**src/rtl/imul_mac_client_pkg.sv**
```systemverilog
// Shared lab1 integer-multiplier message types plus the MAC client result
// message and FSM state encoding.
package imul_mac_client_pkg;

    typedef struct packed {
        logic [31:0] a;
        logic [31:0] b;
    } lab1_imul_req_msg_t;

    typedef struct packed {
        logic [31:0] result;
    } lab1_imul_resp_msg_t;

    typedef struct packed {
        logic [7:0]  count;
        logic [31:0] sum;
    } imul_mac_out_msg_t;

    typedef enum logic [1:0] {
        RUN   = 2'd0,
        DRAIN = 2'd1,
        DONE  = 2'd2
    } mac_state_e;

endpackage

```
**src/rtl/imul_mac_client_credit_ctr.sv**
```systemverilog
// Up/down counter of multiply requests in flight; gates new issues against
// MAX_OUT and tells the FSM when the pipe is (about to be) empty.
module imul_mac_credit_ctr #(
    parameter int MAX_OUT = 2
) (
    input  logic clk,
    input  logic reset,
    input  logic inc,
    input  logic dec,
    output logic credit_ok,
    output logic zero,
    output logic one
);
    localparam int CW = $clog2(MAX_OUT + 1);

    logic [CW-1:0] cnt_q, cnt_d;

    always_comb begin
        cnt_d = cnt_q;
        if (inc && !dec)
            cnt_d = cnt_q + CW'(1);
        else if (dec && !inc)
            cnt_d = cnt_q - CW'(1);
    end

    always_ff @(posedge clk or posedge reset) begin
        if (reset) cnt_q <= '0;
        else       cnt_q <= cnt_d;
    end

    assign credit_ok = (cnt_q < CW'(MAX_OUT));
    assign zero      = (cnt_q == '0);
    assign one       = (cnt_q == CW'(1));

endmodule

```
**src/rtl/imul_mac_client.sv**
```systemverilog
// Requester engine: issues one multiply per operand pair, sums the in-order
// products, and reports {count, sum} once per job.
module imul_mac_client
    import imul_mac_client_pkg::*;
#(
    parameter int MAX_OUT = 2,
    parameter int WIDTH   = 32
) (
    input  logic                clk,
    input  logic                reset,
    input  logic                in_val,
    output logic                in_rdy,
    input  lab1_imul_req_msg_t  in_msg,
    input  logic                in_last,
    output logic                imul_req_val,
    input  logic                imul_req_rdy,
    output lab1_imul_req_msg_t  imul_req_msg,
    input  logic                imul_resp_val,
    output logic                imul_resp_rdy,
    input  lab1_imul_resp_msg_t imul_resp_msg,
    output logic                out_val,
    input  logic                out_rdy,
    output imul_mac_out_msg_t   out_msg
);
    mac_state_e       state_q, state_d;
    logic [WIDTH-1:0] acc_q, acc_d;
    logic [7:0]       cnt_q, cnt_d;
    logic             live_q;
    logic             credit_ok, zero, one;
    logic             issue_fire, resp_fire;

    imul_mac_credit_ctr #(.MAX_OUT(MAX_OUT)) u_credit (
        .clk       (clk),
        .reset     (reset),
        .inc       (issue_fire),
        .dec       (resp_fire),
        .credit_ok (credit_ok),
        .zero      (zero),
        .one       (one)
    );

    // live_q holds off in_rdy until the first edge after reset release.
    assign in_rdy        = live_q && (state_q == RUN) && imul_req_rdy && credit_ok;
    assign imul_req_val  = live_q && (state_q == RUN) && in_val && credit_ok;
    assign imul_req_msg  = in_msg;
    assign imul_resp_rdy = (state_q != DONE) && !zero;
    assign issue_fire    = in_val && in_rdy;
    assign resp_fire     = imul_resp_val && imul_resp_rdy;

    assign out_val = (state_q == DONE);
    assign out_msg = out_val ? imul_mac_out_msg_t'{count: cnt_q, sum: acc_q} : '0;

    always_comb begin
        state_d = state_q;
        acc_d   = acc_q;
        cnt_d   = cnt_q;
        if (resp_fire)
            acc_d = acc_q + imul_resp_msg.result;
        case (state_q)
            RUN: begin
                if (issue_fire) begin
                    cnt_d = cnt_q + 8'd1;
                    if (in_last) state_d = DRAIN;
                end
            end
            // Leave on the edge that retires the final response.
            DRAIN: begin
                if (zero || (one && resp_fire)) state_d = DONE;
            end
            DONE: begin
                if (out_rdy) begin
                    acc_d   = '0;
                    cnt_d   = '0;
                    state_d = RUN;
                end
            end
            default: state_d = RUN;
        endcase
    end

    always_ff @(posedge clk or posedge reset) begin
        if (reset) begin
            state_q <= RUN;
            acc_q   <= '0;
            cnt_q   <= '0;
            live_q  <= 1'b0;
        end else begin
            state_q <= state_d;
            acc_q   <= acc_d;
            cnt_q   <= cnt_d;
            live_q  <= 1'b1;
        end
    end

endmodule

```
**config.mk**
```make
export PLATFORM = sky130hd
export DESIGN_NAME = imul_mac_client
export DESIGN_NICKNAME = d
export VERILOG_FILES = /design/src/rtl/imul_mac_client_pkg.sv /design/src/rtl/imul_mac_client_credit_ctr.sv /design/src/rtl/imul_mac_client.sv
export SDC_FILE = /design/constraint.sdc
export NUM_CORES = 1
export LEC_CHECK = 0
export BUFFER_PORTS_ARGS = -buffer_cell sky130_fd_sc_hd__buf_4
export CAP_MARGIN = 30
export CORE_MARGIN = 5
export CORE_UTILIZATION = 43
export CTS_CLUSTER_DIAMETER = 30
export DETAILED_ROUTE_END_ITERATION = 6
export GPL_TIMING_DRIVEN = 0
export PLACE_DENSITY = 0.9
export SLEW_MARGIN = 20
export SYNTH_ARGS = -nofsm -noshare
export SYNTH_HDL_FRONTEND = slang
export SYNTH_HIERARCHICAL = 1
export SYNTH_SLANG_ARGS = --single-unit
```
**constraint.sdc**
```tcl
create_clock -name clk -period 2.5 [get_ports clk]
set_input_delay 0.125 -clock clk [delete_from_list [all_inputs] [get_ports clk]]
set_output_delay 0.125 -clock clk [all_outputs]
set_load 0.02 [all_outputs]
```
==> results of run 1 <==
## cell families (layout without fill, tap and decap cells)
group	count (synthesis)	count (layout)	share of synthesized area, %
other	1	1	0.08852
AND/OR/NAND/NOR	187	187	22.50
flip-flops	45	45	26.58
buffers and inverters	98	271	14.35
adder cells (fa/ha/maj)	36	36	10.81
XOR/XNOR	28	28	5.788
AO/OA/AOI/OAI	130	130	19.88
## registers in the layout, indices dropped and copies added (netlist names)
name,flops
cnt_q,8
u_credit/cnt_q,2
state_q,2
acc_q,32
live_q,1
## final cells by class
| cell class | instances | area, µm² | share of cell area [%] |
|---|---|---|---|
| buffer | 84 | 558.0 | 9.084 |
| clock buffer | 6 | 82.58 | 1.344 |
| clock inverter | 2 | 37.54 | 0.6110 |
| inverter | 13 | 48.80 | 0.7943 |
| multi-input combinational | 382 | 2846 | 46.33 |
| sequential | 45 | 1127 | 18.35 |
| tap | 133 | 166.4 | 2.709 |
| timing repair buffer | 166 | 1276 | 20.77 |
## per-stage QoR
step                area (µm²)  power (mW)  worst slack, ns  TNS [ns]
floorplan                 4252       4.137         -0.04624   -0.1540
detailed placement        5542       5.195          -0.4463    -3.308
global route              6143       7.166          -0.4652    -3.615
CTS                       5858       6.092          -0.2074   -0.9433
finish                    6143       6.650          -0.3144    -1.829
global placement          5514       5.042          -0.3440    -2.528
## synthesized netlist by cell type, types with 2 or more instances
| master | count | area (µm²) |
|---|---|---|
| clkbuf_1 | 19 | 71.32 |
| o22ai_1 | 2 | 12.51 |
| buf_4 | 64 | 480.5 |
| nor2b_1 | 2 | 12.51 |
| o211ai_1 | 2 | 15.01 |
| a31oi_1 | 4 | 25.02 |
| o21ai_0 | 23 | 115.1 |
| inv_1 | 13 | 48.80 |
| dfrtp_1 | 45 | 1126 |
| ha_1 | 35 | 437.9 |
| a211oi_1 | 4 | 30.03 |
| o21a_1 | 6 | 45.04 |
| a211o_1 | 2 | 17.52 |
| nand4_1 | 9 | 56.30 |
| nor3_1 | 14 | 70.07 |
| nand2b_1 | 3 | 18.77 |
| o21bai_1 | 4 | 30.03 |
| and2_1 | 46 | 287.8 |
| xor2_1 | 17 | 148.9 |
| xnor2_1 | 11 | 96.34 |
| nand2_1 | 57 | 214.0 |
| nand3b_1 | 2 | 15.01 |
| buf_1 | 2 | 7.510 |
| nand3_1 | 15 | 75.07 |
| or3_1 | 2 | 12.51 |
| a21oi_1 | 43 | 215.2 |
| a21o_1 | 21 | 157.7 |
| nor2_1 | 22 | 82.58 |
| and3_1 | 8 | 50.05 |
| o21ai_1 | 7 | 35.03 |
## layer usage
metal | global-route usage, % | share of wire, % | up-vias
met2 | 36.54 | 52 | 201
met3 | 3.967 | 8.0 | 29
li1 | - | - | 2097
met4 | 5.432 | 2.1 | 0
met5 | 0 | 0 | -
met1 | 24.72 | 38 | 2030
## power breakdown
| part | internal [mW] | total [mW] | switching (mW) | leakage, nW |
|---|---|---|---|---|
| Clock | 0.326 | 0.602 | 0.277 | 0.0574 |
| Combinational | 2.12 | 4.68 | 2.56 | 2.46 |
| Sequential | 1.05 | 1.36 | 0.318 | 0.562 |
| Total | 3.49 | 6.65 | 3.16 | 3.08 |
## final timing paths
path | startpoint | endpoint | cells past startpoint
max in group asynchronous | reset | acc_q[22]$_DFF_PP0_ | 4
worst min-delay path | in_last | state_q[0]$_DFFE_PP0P_ | 2
worst max-delay path | acc_q[0]$_DFF_PP0_ | acc_q[28]$_DFF_PP0_ | 11
worst max register to register | acc_q[0]$_DFF_PP0_ | acc_q[28]$_DFF_PP0_ | 11
worst min register to register | u_credit/cnt_q[1]$_DFFE_PP0P_ | u_credit/cnt_q[1]$_DFFE_PP0P_ | 2
min in group asynchronous | reset | u_credit/cnt_q[1]$_DFFE_PP0P_ | 3
## what timing repair did
action | in CTS | in global routing
setup endpoints to repair | 16 | 24
hold buffers | 1 | 0
setup buffers | 8 | 11
gates cloned | 0 | 0
hold endpoints to repair | 27 | 0
gates resized for setup | 18 | 41
pin swaps | 9 | 25
==> results by group, run 1 <==
Run status
  • Status: complete, but fails checks
  • Failing checks: negative setup slack

Hold path
  • Hold crit path type: primary input to flip-flop

Clocking
  • CTS sink count: 45
  • Clock H-tree levels: 2
  • Worst skew pair latency: between 0.3 and 0.4 ns
  • Clk slew on worst S/H paths: 0.09 ns
  • Max clock buf depth: 2
  • CTS root buffer: clkbuf_8
  • TritonCTS clock tree: yes
  • CTS buffer count: 5

Finish
  • Fillers: just over 800
  • Layout Nets: 836
  • Share of layout cells above drive strength 1: a little over two fifths
  • Area Overhead vs Synth: 45.01%
  • Commonest non-fill, non-tap cell in the layout: buf_4
  • Layout Cells excl Fill: 831
  • Diode count: 0
  • Final Core Density: 63.44%
  • Commonest cells after routing, fill and taps aside: 226 x buf_4, 56 x nand2_1, 46 x and2_1, 44 x dfrtp_1, 36 x a21oi_1

Synthesis
  • Sequential share of the synthesized area: 26.58%
  • #FFs+latches synth: 45
  • Syn Nets: 664
  • Mapped Cells: 525
  • Yosys warns: 6
  • Ys async rst share: 100.0%
  • Unique masters post-synth: 51
  • Commonest register cell after synthesis: dfrtp_1
  • Synthesized area per cell: 8.070 µm²
  • EDFF count, synth: 0
  • Post-synthesis cell area: 0.004237 mm²

Pwr
  • Leak Pwr: 3.076 nW
  • Cell Pwr Density: 1083 mW/mm²
  • Peak VDD IR: between 0.4 and 0.5 mV

Route
  • Remaining DRCs: 0
  • First drt pass iteration count: 7
  • Aggregate routed wire length: about 14000 µm
  • Routed len/inst: ~16 µm
  • DR vias: 4357
  • ANT nets after route: 0
  • Via density per instance: 5.243
  • 1st-iter DRT viols: 245

Global route
  • Initial antenna violation count: 0
  • Congestion Overflow GR: 0
  • Pin count of the biggest net entering global routing: 27
  • Total track usage: 20.33%
  • First-pass GRT wire length: 19670 µm
  • Vias in the first global route: 4220

Critical path
  • Crit-path leading delay family: compound AO/OA/AOI/OAI gates
  • Critical path endpoint category: flip-flop
  • Crit path kind: flip-flop to flip-flop
  • CP max stage cell: dfrtp_1
  • Bufs and invs on worst path: 0
  • Crit Path Max Fanout: 3
  • CP startpoint kind: flip-flop
  • Top cell by count, worst path: nor3_2
  • Required time worst endpoint: 2.67 ns
  • R2r setup slk: -0.31 ns
  • Crit path cell chain: ha_4, fa_2, a211oi_4, o21a_1, nor3_2, nor3_2, o41ai_2, a221oi_2, o21bai_1, xnor2_1, o21ai_1
  • Max incr delay on CP: 0.42 ns
  • WP data arrival: 2.98 ns

Timing
  • Fmax: 355.3 MHz
  • Least-Margin Pin Slew: 0.6310 ns
  • Final Max Slew Viols: 0
  • Period Utilization, post-route: 112.6%
  • Setup violators final: 11
  • Slew margin rel.: 57.93%
  • Clock Skew: 0.01702 ns
  • Worst hold slack: 0.04899 ns
  • Final hold vios: 0
  • RSZ-0062 raised after global routing: true
  • Fin worst setup slack: -0.3144 ns
  • Final Critical Period: 2.814 ns

Placed design
  • Placed insts: slightly above 800
  • Input/output buffers: 146
  • Post-DP HPWL: 10040 µm
  • Final GP Congestion: 0.8923

Floorplan
  • Die W: 109.3 µm
  • Cell Rows: 36
  • Die height: 109.3 µm
  • IO Pins: 211
  • Starting Density: 43.75%
  • Total core area: 0.009684 mm²
  • Die area: 0.01194 mm²

Job
  • Max-Cap Viols: 0
(Power assumes the default switching activity.)
==> inputs of run 2 (changes only) <==
--- a/config.mk
+++ b/config.mk
@@ -5,14 +5,16 @@
 export SDC_FILE = /design/constraint.sdc
 export NUM_CORES = 1
 export LEC_CHECK = 0
-export BUFFER_PORTS_ARGS = -buffer_cell sky130_fd_sc_hd__buf_4
+export ABC_AREA = 1
+export BUFFER_PORTS_ARGS = -buffer_cell sky130_fd_sc_hd__buf_2
 export CAP_MARGIN = 30
 export CORE_MARGIN = 5
-export CORE_UTILIZATION = 43
+export CORE_UTILIZATION = 45
 export CTS_CLUSTER_DIAMETER = 30
+export CTS_CLUSTER_SIZE = 30
 export DETAILED_ROUTE_END_ITERATION = 6
 export GPL_TIMING_DRIVEN = 0
-export PLACE_DENSITY = 0.9
+export PLACE_DENSITY = 0.89
 export SLEW_MARGIN = 20
 export SYNTH_ARGS = -nofsm -noshare
 export SYNTH_HDL_FRONTEND = slang
==> run 2 against run 1 <==
Against the previous run:
- the flow now finishes without violations
- fmax up 27%
- first-iteration DRC count grew 0.82%
- clock skew decreased by 0.0076 ns
- routed wire length rose by 9.8%
- cell count increased by 43%
- utilization decreased by 7.8 points
- sequential power down 4%
- clock power increased by 21%
- total power is 10% higher
- synthesized cell count grew 69%
- sequential share of layout area is 0.63 points lower
==> results by group, run 2 <==
Synthesis
  • Most frequent cell after synthesis: nand2_1
  • Ys async rst share: 100.0% (unchanged)
  • #FFs+latches synth: 45 (unchanged)
  • Cell taking the most area after synthesis: dfrtp_1
  • Unique masters post-synth: 34 (-33%)
  • Yosys warns: 6 (unchanged)
  • Mapped Cells: 886 (+69%)
  • Commonest register cell after synthesis: dfrtp_1
  • EDFF count, synth: 0 (unchanged)
  • Sequential share of the synthesized area: 21.43% (-5.2 points)
  • Syn Nets: 1025 (+54%)
  • Post-synthesis cell area: 0.005255 mm² (+24%)
  • Top cell type's share of synthesized area: 21.43% (-5.2 points)
  • Synthesized area per cell: 5.931 µm² (-26%)
  • Synth cell count leaders: 250 x nand2_1, 207 x inv_1, 84 x nor2_1
  • Area contributors post-synth: dfrtp_1 21%, nand2_1 18%, inv_1 15%, buf_4 9.3%, ha_1 8.3%

Global route
  • Pin count of the biggest net entering global routing: 24 (-11%)
  • Vias in the first global route: 5431 (+29%)
  • First-pass GRT wire length: 24970 µm (+27%)
  • Total track usage: 21.05% (+0.72 points)
  • Initial antenna violation count: 0 (unchanged)
  • Congestion Overflow GR: 0 (unchanged)

Clocking
  • TritonCTS clock tree: yes
  • Clk slew on worst S/H paths: 0.08 ns (about the same)
  • CTS buffer count: 5 (unchanged)
  • Max clock buf depth: 2 (unchanged)
  • Worst skew pair latency: 0.30 ns (about the same)
  • CTS sink count: 45 (unchanged)
  • Clock H-tree levels: 2 (unchanged)
  • CTS root buffer: clkbuf_16

Placed design
  • Post-DP HPWL: 12470 µm (+24%)
  • Place WS: 0.3183 ns (+0.7645 ns)
  • Final GP Congestion: 0.9184 (+2.9%)
  • Input/output buffers: 146 (unchanged)

Hold path
  • Hold path startpoint: in_last
  • Hold crit path type: primary input to flip-flop
  • Worst Hold Depth: 3 (+1)
  • Hold Path Sink: state_q[0]$_DFFE_PP0P_

Pwr
  • Sw frac: 55.06% (+7.6 points)
  • Seq pwr share: 17.8% (-2.7 points)
  • Comb pwr share: 72.2% (+1.8 points)
  • Cell Pwr Density: 1153 mW/mm² (+6.5%)
  • Clock share of power: 9.9% (+0.8 points)
  • Net Switching: 4.035 mW (+28%)
  • Leak Pwr: 4.101 nW (+33%)
  • Peak VDD IR: 0.8911 mV (+94%)
  • Internal power: 3.293 mW (-5.7%)

Job
  • Max-Cap Viols: 0 (unchanged)

Timing
  • Clock Skew: 0.009432 ns (-0.007590 ns)
  • Final Critical Period: 2.217 ns (-0.5970 ns)
  • RSZ-0062 raised after global routing: false
  • Final TNS setup: 0 ns (+1.829 ns)
  • Least-Margin Pin Slew: 0.5346 ns (-0.09641 ns)
  • Fin worst setup slack: 0.2826 ns (+0.5970 ns)
  • Slew margin rel.: 64.36% (+6.4 points)
  • Final Max Slew Viols: 0 (unchanged)
  • Final hold vios: 0 (unchanged)
  • Period Utilization, post-route: 88.70% (-24 points)
  • Setup violators final: 0 (-11)
  • Fmax: 451.0 MHz (+27%)

Critical path
  • Crit path kind: flip-flop to flip-flop
  • Crit path cell chain: inv_1, ha_1, nor2_4, nand2_2, inv_2, buf_2, inv_1, ha_1, inv_1, nand3_1, nand2_1
  • R2r setup slk: 0.28 ns (+0.60 ns)
  • Critical path endpoint category: flip-flop
  • CP max stage cell: dfrtp_1
  • CP startpoint kind: flip-flop
  • Max incr delay on CP: 0.42 ns (about the same)
  • Reg2reg path depth: 11 (unchanged)
  • Required time worst endpoint: 2.69 ns (+0.02 ns)
  • Crit Path Max Fanout: 10 (+7)
  • Reg2reg start: u_credit/cnt_q[0]$_DFFE_PP0P_
  • R2r endpoint: u_credit/cnt_q[1]$_DFFE_PP0P_
  • WP data arrival: 2.41 ns (-0.57 ns)
  • Top cell by count, worst path: inv_1

Route
  • 1st-iter DRT viols: 247 (+0.82%)
  • Routed len/inst: 12.53 µm (-23%)
  • Aggregate routed wire length: 14850 µm (+9.8%)
  • First drt pass iteration count: 5 (-2)
  • Remaining DRCs: 0 (unchanged)
  • ANT nets after route: 0 (unchanged)
  • Via density per instance: 4.692 (-11%)
  • DR vias: 5560 (+28%)

Finish
  • Biggest register: acc_q
  • Top Registers: acc_q x32, cnt_q x8
  • Max reg flops: 32 (unchanged)
  • Final Core Density: 55.64% (-7.8 points)
  • Area Overhead vs Synth: 20.90%
  • Reg area: 0.001126 mm² (-0.11%)
  • Share of layout cells above drive strength 1: 24.86% (-18 points)
  • Fillers: 1195 (+47%)
  • Commonest cells after routing, fill and taps aside: 250 x nand2_1, 206 x inv_1, 150 x buf_2, 84 x nor2_1, 65 x buf_4
  • Multi-input logic area: 0.002784 mm² (-2.2%)
  • Commonest non-fill, non-tap cell in the layout: nand2_1
  • Layout Nets: 1180 (+41%)
  • Diode count: 0 (unchanged)

Floorplan
  • Die W: 118.1 µm (+8.1%)
  • Die height: 118.1 µm (+8.1%)
  • IO Pins: 211 (unchanged)
  • Starting Density: 46.02% (+2.3 points)
  • Total core area: 0.01142 mm² (+18%)
  • Cell Rows: 39 (+8.3%)
  • Die area: 0.01394 mm² (+17%)

Run status
  • Status: completed
-- run 2: changes by cell type after synthesis, moves of 13 or more --
cell      delta
nand2_1    +193
inv_1      +194
nor2_1      +62
clkbuf_1    -13
nand3_1     +33
and2_1      -46
a21o_1      -19
-- run 2: logic make-up (layout without fill, tap and decap cells) --
logic type | after synthesis | count (layout) | share of synthesized area [%]
simple gates | 425 | 425 | 34.12
xor+xnor | 10 | 10 | 1.667
other cells | 1 | 1 | 0.07136
buf+inv | 287 | 443 | 25.60
flops | 45 | 45 | 21.43
fa+ha+maj | 36 | 36 | 8.714
compound gates | 82 | 82 | 8.405
-- run 2: cell type report --
type / instances / share of cell area [%]
Buffer: 77 / 8.763
Clock buffer: 5 / 1.969
Clock inverter: 3 / 0.4135
Inverter: 210 / 12.41
Multi-Input combinational cell: 554 / 43.82
Sequential cell: 45 / 17.72
Tap cell: 143 / 2.816
Timing Repair Buffer: 148 / 12.09
-- run 2: metal layers --
metal  vias up  GRT usage [%]  wire (µm)
met5         -              0          0
met4         0          5.305        280
met3        20          4.661       1340
met2       217          36.46       7102
met1      2431          26.36       6125
li1       2892              -          -
-- run 2: power groups by stage --
| stage | registers [mW] | clock network (mW) | logic (mW) |
|---|---|---|---|
| finish | 1.31 | 0.727 | 5.29 |
| global route | 1.35 | 0.765 | 6.07 |
| CTS | 1.30 | 0.736 | 5.28 |
| detailed placement | 1.32 | 0 | 5.25 |
| global placement | 1.29 | 0 | 5.11 |
| floorplan | 1.25 | 0 | 4.00 |
-- run 2: stage by stage --
step	instances	total power, mW	cell area [µm²]	hold slack, ns
2_1_floorplan	886	5.257	5255	-0.1338
3_3_place_gp	1175	6.405	6165	-0.01330
3_5_place_dp	1176	6.563	6192	0.001562
4_1_cts	1185	7.319	6354	0.05358
5_1_grt	1185	8.179	6354	0.06199
6_report	1185	7.328	6354	0.05021
-- run 2: worst max path at each step --
stage / startpoint / endpoint / slack (ns) / cells past startpoint
after floorplan: u_credit/cnt_q[0]$_DFFE_PP0P_ / u_credit/cnt_q[1]$_DFFE_PP0P_ / 0.67 / 11
after global placement: acc_q[0]$_DFF_PP0_ / acc_q[24]$_DFF_PP0_ / 0.42 / 12
after detailed placement: u_credit/cnt_q[0]$_DFFE_PP0P_ / u_credit/cnt_q[1]$_DFFE_PP0P_ / 0.32 / 11
after CTS: u_credit/cnt_q[0]$_DFFE_PP0P_ / u_credit/cnt_q[1]$_DFFE_PP0P_ / 0.31 / 11
after global routing: u_credit/cnt_q[0]$_DFFE_PP0P_ / u_credit/cnt_q[1]$_DFFE_PP0P_ / 0.17 / 11
final: u_credit/cnt_q[0]$_DFFE_PP0P_ / u_credit/cnt_q[1]$_DFFE_PP0P_ / 0.28 / 11
-- run 2: timing repair --
action                    in CTS  in global routing
hold buffers                   1                  0
gates resized for setup        0                  0
buffers inserted               0                  0
hold endpoints to repair      22                  0
-- run 2: worst max-delay path: cells and delay by family, from the launching register on --
| family | cells | cell delay [ns] |
|---|---|---|
| adder cells (fa/ha/maj) | 2 | 0.57 |
| buffers and inverters | 5 | 0.74 |
| flip-flops | 1 | 0.42 |
| AND/OR/NAND/NOR | 4 | 0.38 |
==> inputs of run 3 (changes only) <==
--- a/config.mk
+++ b/config.mk
@@ -9,12 +9,12 @@
 export BUFFER_PORTS_ARGS = -buffer_cell sky130_fd_sc_hd__buf_2
 export CAP_MARGIN = 30
 export CORE_MARGIN = 5
-export CORE_UTILIZATION = 45
+export CORE_UTILIZATION = 50
 export CTS_CLUSTER_DIAMETER = 30
 export CTS_CLUSTER_SIZE = 30
 export DETAILED_ROUTE_END_ITERATION = 6
 export GPL_TIMING_DRIVEN = 0
-export PLACE_DENSITY = 0.89
+export PLACE_DENSITY = 0.93
 export SLEW_MARGIN = 20
 export SYNTH_ARGS = -nofsm -noshare
 export SYNTH_HDL_FRONTEND = slang
==> constraint.sdc (replaced) <==
create_clock -name clk -period 2.4 [get_ports clk]
set_input_delay 0.12 -clock clk [delete_from_list [all_inputs] [get_ports clk]]
set_output_delay 0.12 -clock clk [all_outputs]
set_load 0.02 [all_outputs]
==> run 3 against run 2 <==
Against the previous run:
- largest cell class unchanged
- die area is 9.2% lower
- clock power grew 2%
- global-route usage increased by 1.6 points
- first-iteration DRC count grew 9.3%
- clock skew decreased by 0.0013 ns
- non-clock buffer count did not move
- combinational power is 4.0% higher
- fmax increased by 2.4%
- flip-flop and latch count unchanged
- total power grew 3.6%
- final area decreased by 0.47%
- setup slack got worse by 0.049 ns
==> results by group, run 3 (synthesized netlist as in run 2, its figures left out) <==
Run status
  • Status: completed

Finish
  • Commonest cells after routing, fill and taps aside: 250 x nand2_1, 206 x inv_1, 150 x buf_2, 84 x nor2_1, 65 x buf_4
  • Top Registers: acc_q x32, cnt_q x8
  • Biggest register: acc_q
  • Design Area, Final: 0.006324 mm² (-0.47%)
  • Share of layout cells above drive strength 1: 24.86% (unchanged)
  • Diode count: 0 (unchanged)
  • Area Overhead vs Synth: 20.33%
  • Layout Nets: 1180 (unchanged)
  • Final Core Density: 61.53% (+5.9 points)
  • Max reg flops: 32 (unchanged)
  • Commonest non-fill, non-tap cell in the layout: nand2_1

Floorplan
  • Starting Density: 51.13% (+5.1 points)
  • Die W: 112.5 µm (-4.7%)
  • Die area: 0.01266 mm² (-9.2%)
  • Die height: 112.5 µm (-4.7%)
  • IO Pins: 211 (unchanged)
  • Total core area: 0.01028 mm² (-10%)
  • Cell Rows: 37 (-5.1%)

Clocking
  • Worst skew pair latency: 0.31 ns (about the same)
  • Clock H-tree levels: 2 (unchanged)
  • CTS root buffer: clkbuf_8
  • CTS buffer count: 5 (unchanged)
  • CTS resizes: 0 (unchanged)
  • Clk slew on worst S/H paths: 0.10 ns (+0.02 ns)
  • Max clock buf depth: 2 (unchanged)
  • CTS sink count: 45 (unchanged)
  • TritonCTS clock tree: yes

Placed design
  • Place WS: 0.2749 ns (-0.04333 ns)
  • Area post-placement: 0.006176 mm² (-0.26%)
  • Post-DP HPWL: 12180 µm (-2.3%)
  • Final GP Congestion: 0.9442 (+2.8%)
  • Input/output buffers: 146 (unchanged)

Global route
  • First-pass GRT wire length: 24170 µm (-3.2%)
  • Vias in the first global route: 5384 (-0.87%)
  • Initial antenna violation count: 0 (unchanged)
  • Total track usage: 22.64% (+1.6 points)
  • Congestion Overflow GR: 0 (unchanged)
  • Pin count of the biggest net entering global routing: 27 (+13%)

Critical path
  • Crit Path Max Fanout: 10 (unchanged)
  • Crit path kind: flip-flop to flip-flop
  • WP data arrival: 2.38 ns (-0.03 ns)
  • Reg2reg path depth: 11 (unchanged)
  • Required time worst endpoint: 2.61 ns (-0.08 ns)
  • Critical path endpoint category: flip-flop
  • CP startpoint kind: flip-flop

Pwr
  • Leak Pwr: 4.091 nW (-0.24%)
  • Cell Pwr Density: 1201 mW/mm² (+4.1%)
  • Peak VDD IR: 0.7741 mV (-13%)

Timing
  • Final TNS setup: 0 ns (unchanged)
  • Clock Skew: 0.008095 ns (-0.001337 ns)
  • Least-Margin Pin Slew: 0.5370 ns (+0.002393 ns)
  • Fin worst setup slack: 0.2335 ns (-0.04902 ns)
  • Slew margin rel.: 64.20% (-0.16 points)
  • Final hold vios: 0 (unchanged)
  • Final Max Slew Viols: 0 (unchanged)
  • RSZ-0062 raised after global routing: false
  • Period Utilization, post-route: 90.27% (+1.6 points)
  • Setup violators final: 0 (unchanged)
  • Final Critical Period: 2.166 ns (-0.05098 ns)
  • Fmax: 461.6 MHz (+2.4%)

Route
  • ANT nets after route: 0 (unchanged)
  • Routed len/inst: 12.44 µm (-0.75%)
  • First drt pass iteration count: 7 (+2)
  • 1st-iter DRT viols: 270 (+9.3%)
  • Remaining DRCs: 0 (unchanged)
  • Aggregate routed wire length: 14650 µm (-1.3%)
  • DR vias: 5555 (-0.090%)
  • Via density per instance: 4.716 (+0.50%)

Hold path
  • Worst Hold Depth: 3 (unchanged)
  • Hold crit path type: primary input to flip-flop

Job
  • Max-Cap Viols: 0 (unchanged)
run 3: worst max-delay path, cell delays in order, from the launching register on:
cell     delay [ns]
dfrtp_1        0.43
inv_1          0.06
ha_1           0.24
nor2_4         0.12
nand2_2        0.09
inv_2          0.19
buf_2          0.33
inv_1          0.08
ha_1           0.33
inv_1          0.05
nand3_1        0.07
nand2_1        0.06
run 3: path summary, 6_finish.rpt:
| check | startpoint | slack [ns] | endpoint |
|---|---|---|---|
| setup / recovery | u_credit/cnt_q[0]$_DFFE_PP0P_ | 0.23 | u_credit/cnt_q[1]$_DFFE_PP0P_ |
| max in group asynchronous | reset | 1.55 | acc_q[30]$_DFF_PP0_ |
| min in group asynchronous | reset | 0.21 | u_credit/cnt_q[1]$_DFFE_PP0P_ |
| hold / removal | in_last | 0.007 | state_q[0]$_DFFE_PP0P_ |
| setup reg to reg | u_credit/cnt_q[0]$_DFFE_PP0P_ | 0.23 | u_credit/cnt_q[1]$_DFFE_PP0P_ |
| hold reg to reg | u_credit/cnt_q[1]$_DFFE_PP0P_ | 0.53 | u_credit/cnt_q[1]$_DFFE_PP0P_ |
run 3: report_power, final:
group	switching [mW]	internal [mW]
registers	0.226	1.13
clock network	0.321	0.420
logic	3.60	1.90
run 3: repair_timing:
action	CTS	global route
endpoints found under the hold margin	19	0
setup buffers	0	0
hold buffers	1	0
run 3: layout make-up:
cell class | instances | area, µm²
multi-input combinational | 554 | 2784
inverter | 210 | 788.3
clock inverter | 3 | 68.82
buffer | 77 | 556.8
clock buffer | 5 | 68.82
fill | 1073 | 3954
sequential | 45 | 1126
timing repair buffer | 148 | 760.7
tap | 136 | 170.2
run 3: layer usage:
metal,up-vias,GRT usage [%],wire length (µm)
met1,2442,28.46,6115
li1,2893,-,-
met4,0,5.048,231
met2,202,40.05,7030
met5,-,0,0
met3,18,4.474,1271
run 3: stage by stage:
stage / power [mW] / hold WS (ns) / std cells
floorplan: 5.476 / -0.1388 / 886
global placement: 6.635 / -0.01941 / 1168
detailed placement: 6.801 / -0.00006534 / 1169
CTS: 7.568 / 0.002859 / 1178
global route: 8.421 / 0.03605 / 1178
finish: 7.594 / 0.007183 / 1178
